$ cat config.mk
export PLATFORM = sky130hd
export DESIGN_NAME = max_unpool
export DESIGN_NICKNAME = d
export VERILOG_FILES = /design/src/rtl/conv_net_pkg.sv /design/src/rtl/unpool_line_buffer.sv /design/src/rtl/max_unpool.sv
export SDC_FILE = /design/constraint.sdc
export NUM_CORES = 1
export LEC_CHECK = 0
export ABC_CLOCK_PERIOD_IN_PS = 3400
export CAP_MARGIN = 20
export CORE_ASPECT_RATIO = 1.25
export CORE_MARGIN = 2
export CORE_UTILIZATION = 45
export DETAILED_ROUTE_END_ITERATION = 12
export DONT_BUFFER_PORTS = 1
export SLEW_MARGIN = 10
export SYNTH_ARGS = -nofsm -noshare
export SYNTH_HDL_FRONTEND = slang
export SYNTH_SLANG_ARGS = --single-unit
$ cat constraint.sdc
create_clock -name clk -period 3.4 [get_ports clk]
set_input_delay 0.34 -clock clk [delete_from_list [all_inputs] [get_ports clk]]
set_output_delay 0.34 -clock clk [all_outputs]
set_load 0.01 [all_outputs]
$ cat src/rtl/conv_net_pkg.sv
// conv_net_pkg: shared types and helpers for the conv-net streaming blocks.
package conv_net_pkg;
   typedef enum logic {FILL, REPLAY} unpool_state_e;
   function automatic int cnt_w(input int range);
      return (range > 1) ? $clog2(range) : 1;
   endfunction
endpackage

$ cat src/rtl/unpool_line_buffer.sv
// unpool_line_buffer: one pooled row of pixels, single write port, registered read port, no reset.
module unpool_line_buffer
   import conv_net_pkg::*;
#(
   parameter int bitwidth = 8,
   parameter int depth = 12,
   localparam int AW = cnt_w(depth)
) (
   input  logic                clk,
   input  logic                wr_en_i,
   input  logic [AW-1:0]       wr_addr_i,
   input  logic [bitwidth-1:0] wr_data_i,
   input  logic [AW-1:0]       rd_addr_i,
   output logic [bitwidth-1:0] rd_data_o
);
   logic [bitwidth-1:0] mem_q [depth];
   logic [bitwidth-1:0] rd_data_q;
   always_ff @(posedge clk) begin
      if (wr_en_i) mem_q[wr_addr_i] <= wr_data_i;
      rd_data_q <= mem_q[rd_addr_i];
   end
   assign rd_data_o = rd_data_q;
endmodule

$ cat src/rtl/max_unpool.sv
// max_unpool: streams pooled pixels out as scale x scale nearest-neighbour blocks.
// Defining MAX_UNPOOL_ZERO_FILL_EN places each pixel only at block (0,0) and zeros elsewhere.
module max_unpool
   import conv_net_pkg::*;
#(
   parameter int bitwidth = 8,
   parameter int datawidth = 24,
   parameter int dataheight = 24,
   parameter int datachannel = 2,
   parameter int scale = 2
) (
   input  logic                clk,
   input  logic                rst,
   input  logic [bitwidth-1:0] in_data,
   input  logic                in_valid,
   output logic                in_ready,
   output logic [bitwidth-1:0] out_data,
   output logic                out_valid,
   input  logic                out_ready,
   output logic                out_last
);
   localparam int PW = datawidth / scale;
   localparam int PH = dataheight / scale;
   localparam int CW = cnt_w(PW);
   localparam int RW = cnt_w(scale);
   localparam int YW = cnt_w(PH);
   localparam int HW = cnt_w(datachannel);
   localparam logic [CW-1:0] COL_LAST = CW'(PW - 1);
   localparam logic [RW-1:0] REP_LAST = RW'(scale - 1);
   localparam logic [YW-1:0] ROW_LAST = YW'(PH - 1);
   localparam logic [HW-1:0] CH_LAST = HW'(datachannel - 1);
`ifdef MAX_UNPOOL_ZERO_FILL_EN
   localparam bit ZF = 1'b1;
`else
   localparam bit ZF = 1'b0;
`endif

   unpool_state_e       state_q, state_d;
   logic [CW-1:0]       col_q, col_d;
   logic [RW-1:0]       rep_q, rep_d, vrow_q, vrow_d;
   logic [YW-1:0]       row_q, row_d;
   logic [HW-1:0]       ch_q, ch_d;
   logic [bitwidth-1:0] data_q, data_d;
   logic                valid_q, valid_d, last_q, last_d;
   logic                out_fire, in_fire, rep_last, col_last, wr_en;
   logic [CW-1:0]       rd_addr;
   logic [bitwidth-1:0] rd_data, hold_pix, next_pix;

   unpool_line_buffer #(.bitwidth(bitwidth), .depth(PW)) u_lb (
      .clk       (clk),
      .wr_en_i   (wr_en),
      .wr_addr_i (col_d),
      .wr_data_i (in_data),
      .rd_addr_i (rd_addr),
      .rd_data_o (rd_data)
   );

   // col_q is the column held in the output register, or the next column expected when it is empty
   always_comb begin
      state_d  = state_q;
      col_d    = col_q;
      rep_d    = rep_q;
      vrow_d   = vrow_q;
      row_d    = row_q;
      ch_d     = ch_q;
      data_d   = data_q;
      valid_d  = valid_q;
      wr_en    = 1'b0;
      out_fire = valid_q && out_ready;
      rep_last = rep_q == REP_LAST;
      col_last = col_q == COL_LAST;
      in_ready = state_q == FILL && (!valid_q || (out_fire && rep_last && !col_last));
      in_fire  = in_valid && in_ready;
      hold_pix = ZF ? '0 : data_q;
      next_pix = ZF ? '0 : rd_data;
      if (in_fire) begin
         data_d  = in_data;
         valid_d = 1'b1;
         rep_d   = '0;
         col_d   = valid_q ? col_q + 1'b1 : col_q;
         wr_en   = 1'b1;
      end else if (out_fire && !rep_last) begin
         rep_d  = rep_q + 1'b1;
         data_d = hold_pix;
      end else if (out_fire && !col_last) begin
         rep_d   = '0;
         col_d   = col_q + 1'b1;
         valid_d = state_q == REPLAY;
         data_d  = state_q == REPLAY ? next_pix : data_q;
      end else if (out_fire && (state_q == FILL || vrow_q != REP_LAST)) begin
         state_d = REPLAY;
         vrow_d  = vrow_q + 1'b1;
         col_d   = '0;
         rep_d   = '0;
         data_d  = next_pix;
      end else if (out_fire) begin
         state_d = FILL;
         vrow_d  = '0;
         col_d   = '0;
         rep_d   = '0;
         valid_d = 1'b0;
         row_d   = row_q == ROW_LAST ? '0 : row_q + 1'b1;
         ch_d    = row_q != ROW_LAST ? ch_q : (ch_q == CH_LAST ? '0 : ch_q + 1'b1);
      end
      last_d = valid_d && state_d == REPLAY && row_q == ROW_LAST && ch_q == CH_LAST &&
               vrow_d == REP_LAST && col_d == COL_LAST && rep_d == REP_LAST;
   end

   // prefetch the column replayed next so the registered read is ready by its load edge
   assign rd_addr = (state_q == REPLAY && !col_last) ? col_q + 1'b1 : '0;

   always_ff @(posedge clk or posedge rst) begin
      if (rst) begin
         state_q <= FILL;
         col_q   <= '0;
         rep_q   <= '0;
         vrow_q  <= '0;
         row_q   <= '0;
         ch_q    <= '0;
         data_q  <= '0;
         valid_q <= 1'b0;
         last_q  <= 1'b0;
      end else begin
         state_q <= state_d;
         col_q   <= col_d;
         rep_q   <= rep_d;
         vrow_q  <= vrow_d;
         row_q   <= row_d;
         ch_q    <= ch_d;
         data_q  <= data_d;
         valid_q <= valid_d;
         last_q  <= last_d;
      end
   end

   assign out_data  = data_q;
   assign out_valid = valid_q;
   assign out_last  = last_q;
endmodule

Word level (Yosys, flattened, before mapping)
Memories as Yosys holds them, arrays and structs flattened. A register that Yosys moved wholly into a read port is not among the register bits.
Index checks and enable logic that the tools add are counted.
{ "totals": {"ff_bits": 22, "ramBits": 96, "inputBits": 12, "out_inout_bits": 11, "wordCells": 89, "n_memories": 1} }
{ "classes": {"add_sub_neg": 5, "eq_ne": 6, "mux": 37, "bitwise": 7, "n_reduce_logical": 24} }
{ "memory_table": {"columns": ["name", "depth", "width", "read_ports", "rd_clocked_by_memory_dff", "wr", "line_no", "text"], "rows": [
  ["u_lb.mem_q", 12, 8, 1, 1, 1, "unpool_line_buffer.sv:16", "logic [bitwidth-1:0] mem_q [depth];"]
]} }
{ "ops": {"columns": ["cell", "n"], "rows": [
  ["$mux 8", 5],
  ["$mux 4", 8],
  ["$mux 1", 24],
  ["$logic_and 1x1->1", 15],
  ["$eq 4x4->1 const B", 3],
  ["$add 4x1->4 const B", 2],
  ["$not 1->1", 7],
  ["$reduce_and 6->1", 1],
  ["$reduce_and 5->1", 1],
  ["$ne 4x4->1 const B", 1],
  ["$add 1x1->1 const B", 3],
  ["$logic_not 1->1", 3],
  ["$ne 3x3->1 const B", 1],
  ["$reduce_and 3->1", 1],
  ["$reduce_bool 3->1", 1],
  ["$logic_or 1x1->1", 2],
  ["$ne 2x2->1 const B", 1]
]} }

Longest topological paths before layout
{ "depth": {"ltp_word": 13, "ltp_mapped": 8, "depth_no_buf": 6} }

Hierarchy
A second synthesis with hierarchy kept.
{ "hier_totals": {"cells_unflattened": 302, "area_unflattened_um2": 5064.9} }
{ "by_module_without_submodules": {"columns": ["mod", "instances", "cells_per_inst", "area_per_inst_um2", "seq_area_each_um2"], "rows": [
  ["unpool_line_buffer", 1, 182, 3873.7, 3042.9],
  ["max_unpool", 1, 120, 1191.1, 550.5]
]} }

Worst setup path before layout
Ideal clock, no wire load.
{ "synth_path": {"path_type": "flip-flop to flip-flop", "from": "register valid_q (netlist: out_valid)", "to": "memory u_lb.mem_q[0][0] (enable)", "setup_ns": 0.395, "arrival_time_ns": 2.296, "required_ns": 3.005, "setup_slack_ns": 0.709, "stages_incl_launch_ff": 9, "path_buffers": 2, "period_less_slack_ns": 2.691, "cell_sequence": "dfrtp_1 > buf_4 > nand3_1 > buf_2 > nor3_1 > a21o_1 > a22oi_1 > inv_1 > nor4_1"} }
{ "synth_via": {"elab_cells_between_ends": 19, "cone_classes": "mux: 9; reduce/logical: 10"} }
{ "synth_lines": {"columns": ["element", "line_no", "text"], "rows": [
  ["start: declaration", "max_unpool.sv:44", "logic valid_q, valid_d, last_q, last_d;"],
  ["start signal: assignment", "max_unpool.sv:131", "valid_q <= valid_d;"],
  ["branches (longest 6 deep; another with $mux 4)", null, null],
  ["$mux 4 *", "max_unpool.sv:76", "if (in_fire) begin"],
  ["net col_d[3]", "max_unpool.sv:39", "logic [CW-1:0] col_q, col_d;"],
  ["end: declaration", "unpool_line_buffer.sv:16", null]
]} }
Mark *: on every way through the listed nets, which the timed path passes.

Worst setup path in the final report
{ "layout_path": {"from": "register col_q[1]", "to": "memory u_lb.mem_q[6][5] (enable)"} }
{ "layout_via": {"elab_chain_len": 9, "elab_cells_between_ends": 17, "cone_classes": "add/sub: 1; eq/ne: 1; mux: 9; reduce/logical: 6"} }
{ "layout_rtl": {"columns": ["element", "line_no", "text"], "rows": [
  ["start: declaration", "max_unpool.sv:39", null],
  ["start signal: assignment", "max_unpool.sv:125", "col_q <= col_d;"],
  ["$eq 4x4->1", "max_unpool.sv:71", "col_last = col_q == COL_LAST;"],
  ["$logic_not 1->1", "max_unpool.sv:72, max_unpool.sv:85", null],
  ["$logic_and 1x1->1", "max_unpool.sv:72", "in_ready = state_q == FILL && (!valid_q || (out_fire && rep_last && !col_last));"],
  ["$logic_or 1x1->1", "max_unpool.sv:72", null],
  ["$logic_and 1x1->1", "max_unpool.sv:72", null],
  ["$logic_and 1x1->1", "max_unpool.sv:73", "in_fire = in_valid && in_ready;"],
  ["$mux 1", "max_unpool.sv:76", null],
  ["$mux 1", "unpool_line_buffer.sv:19", "if (wr_en_i) mem_q[wr_addr_i] <= wr_data_i;"],
  ["$mux 1 (not written as such)", "unpool_line_buffer.sv:19", null]
]} }
Several ways; a longest one is shown, not always the timed one.

==> run summary <==
status: finished, violations left
failing checks: negative hold slack
Tcrit/Tclk final: 82.5%
Starting DRT DRC Count: 292
initial antenna violation count: 0
Yosys top cell area share: 52.6%
Die H: 127 um
post-synthesis register bit count: 126
Synth area leaders: edfxtp_1 (53%), dfrtp_1 (10%), mux2_2 (3.7%)
core area: 0.0120 sq mm
Final min period: 2.81 ns
setup slack at placement: 0.631 ns
die area: 0.0131 sq mm
clock root cell: clkbuf_16
CP Capture Type: register
global-route wire length before repair: 19300 um
PD cells: 880 mW/mm^2
Min Hold Slack: -0.000435 ns
ANT nets after route: 0
Post-synth EDFFs: 96
Pre-Repair DR Iteration Count: 5
Synth warnings: 0
VDD IR-drop max: 0.551 mV
most frequent cells in the layout: edfxtp_1 (96), nor2_1 (28), dfrtp_1 (22)
Initial Utilization: 45.7%
via count: 3383
maxcap violations: 0
Mapped Avg Cell Area: 13.8 sq um
Area Growth Syn to Fin: 12.2%
Arrival @ worst endpoint: 2.85 ns
Die Wd: 103 um
DR vias/cell: 5.89
final worst slack: 0.594 ns
slowest stage delay, CP: 0.58 ns
top_reg_cell synth: edfxtp_1
n_diodes: 0
vias in the first global route: 3303
asr flop ratio synth: 17.5%
Fin Clk Skew: 0.00732 ns
clock-pin slew on the worst setup and hold paths: 0.06 ns
gr ovfl total: 0
final setup vio count: 0
final setup TNS: 0 ns
sequential share of the synthesized area: 65.6%
Hold Path Class: in2async
Hold Fails Final Rpt: 6
placer congestion estimate: 0.802
area of the multi-input gates: 0.00172 sq mm
worst path required time: 3.44 ns
top cell type by total area after synthesis: edfxtp_1
Area after DPL: 0.00560 sq mm
design area: 0.00614 sq mm
startpoint types: register
unrepaired setup endpoints after global routing: false
Reg area: 0.00359 sq mm
DR WL/cell: 22.0 um
synthesized netlist cell count: 398
H-tree depth: 4
worst-skew pair later-pin latency: 0.42 ns
CTS Buf Count: 17
Post-Route WL: 12600 um
Max stage delay cell, worst path: nor2_1
fmax: 0.356 GHz
CTS tree: done
Final Max Slew Viols: 0
hpwl dp: 8290 um
Distinct cells, synth: 52
worst-path cell chain: ha_1 > and3b_4 > o21ai_4 > nand3b_4 > or3_4 > nor2_1
normalized max-slew margin: 33.5%
largest net degree at the start of global routing: 47
I/O Buffers: 0
total track usage: 20.9%
share of cells above drive strength 1: 15.4%
largest fanout on the critical path: 14
Tightest Pin Transition: 0.991 ns
Mapped Area: 0.00548 sq mm
Layout Nets: 411
# DRC: 0
clock sink total: 126
P_leak: 0.00209 uW
# rows: 45
CP Class: reg2reg
# fillers: 1013
CTS Buffer Depth: 2
io pins: 23
CTS resizes: 0
most common cell after layout, fill and taps aside: edfxtp_1
syn nets: 412
==> stage by stage <==
step	utilization, %	hold slack, ns	power, uW	std cells
2_1_floorplan	-	0.329	3390	398
3_3_place_gp	46.7	0.439	3790	541
3_5_place_dp	46.7	0.440	3810	541
4_1_cts	51.1	0.00531	5430	573
5_1_grt	51.2	0.000835	5680	574
6_report	51.2	-0.000435	5400	574
==> synth_stat cells (all sizes together) (3+ instances only) <==
cell / number
clkbuf: 8
nor2: 28
dfxtp: 8
nor2b: 19
nor3: 4
a21oi: 8
xor2: 4
a221o: 8
a211oi: 8
mux2: 26
nand2b: 8
a2bb2oi: 10
nand3: 7
nand2: 18
dfrtp: 22
a22o: 9
nand3b: 3
edfxtp: 96
inv: 5
a31o: 8
o22ai: 8
o21ai: 21
a2111oi: 16
a21o: 4
buf: 19
==> area by class of cell <==
type | count | area share [%]
clock inverter | 14 | 1.59
timing repair buffer | 7 | 1.10
multi-input combinational | 240 | 28.0
inverter | 5 | 0.306
clock buffer | 18 | 7.15
tap | 164 | 3.34
sequential | 126 | 58.5
==> critical path, delay by kind of cell, from the launching register on <==
kind            cells  cell delay [ns]
fa+ha+maj           1             0.31
compound gates      1             0.17
simple gates        4             1.49
flops               1             0.46
==> where the power goes <==
group          switching (uW)  total (uW)  internal [uW]
combinational            1040        1720            679
clock                     664        1610            942
sequential                195        2070           1880
total                    1900        5400           3500
==> final timing paths <==
kind	depth (start not counted)	from	endpoint	slack, ns
min reg2reg	1	ch_q	ch_q	0.50
min	1	rst	row_q[3]	-0.0004
max reg2reg	6	col_q[1]	u_lb.mem_q[6][5]	0.59
min in group clk	0	in_data[5]	u_lb.mem_q[8][5]	0.02
max in group asynchronous	1	rst	col_q[1]	2.86
max	6	col_q[1]	u_lb.mem_q[6][5]	0.59
==> per-layer routing <==
| metal | GRT usage [%] | part of all wire, % | up-vias | wire length (um) |
|---|---|---|---|---|
| met5 | 0 | 0 | - | 0 |
| li1 | - | - | 1543 | - |
| met1 | 25.5 | 40 | 1695 | 5020 |
| met2 | 34.6 | 52 | 118 | 6610 |
| met3 | 4.92 | 4.8 | 27 | 612 |
| met4 | 10.1 | 3.1 | 0 | 398 |
==> flip-flops by register name, summed over array words and instances (netlist names), 4 cells and up <==
register	flops
u_lb.mem_q	96
out_data	8
row_q	4
col_q	4
u_lb.rd_data_o	8
==> logic make-up after synthesis <==
kind of cell | synth area share (%)
buffers and inverters | 2.97
XOR/XNOR | 0.960
adder cells (fa/ha/maj) | 0.457
AND/OR/NAND/NOR | 9.94
flip-flops | 65.6
multiplexers | 5.71
AO/OA/AOI/OAI | 14.3
==> what timing repair did <==
| item | CTS | global route |
|---|---|---|
| buffers inserted | 0 | 0 |
| hold buffers | 0 | 1 |
| endpoints found under the setup margin | 0 | 0 |
| endpoints found under the hold margin | 0 | 1 |
(Power assumes the default switching activity.)
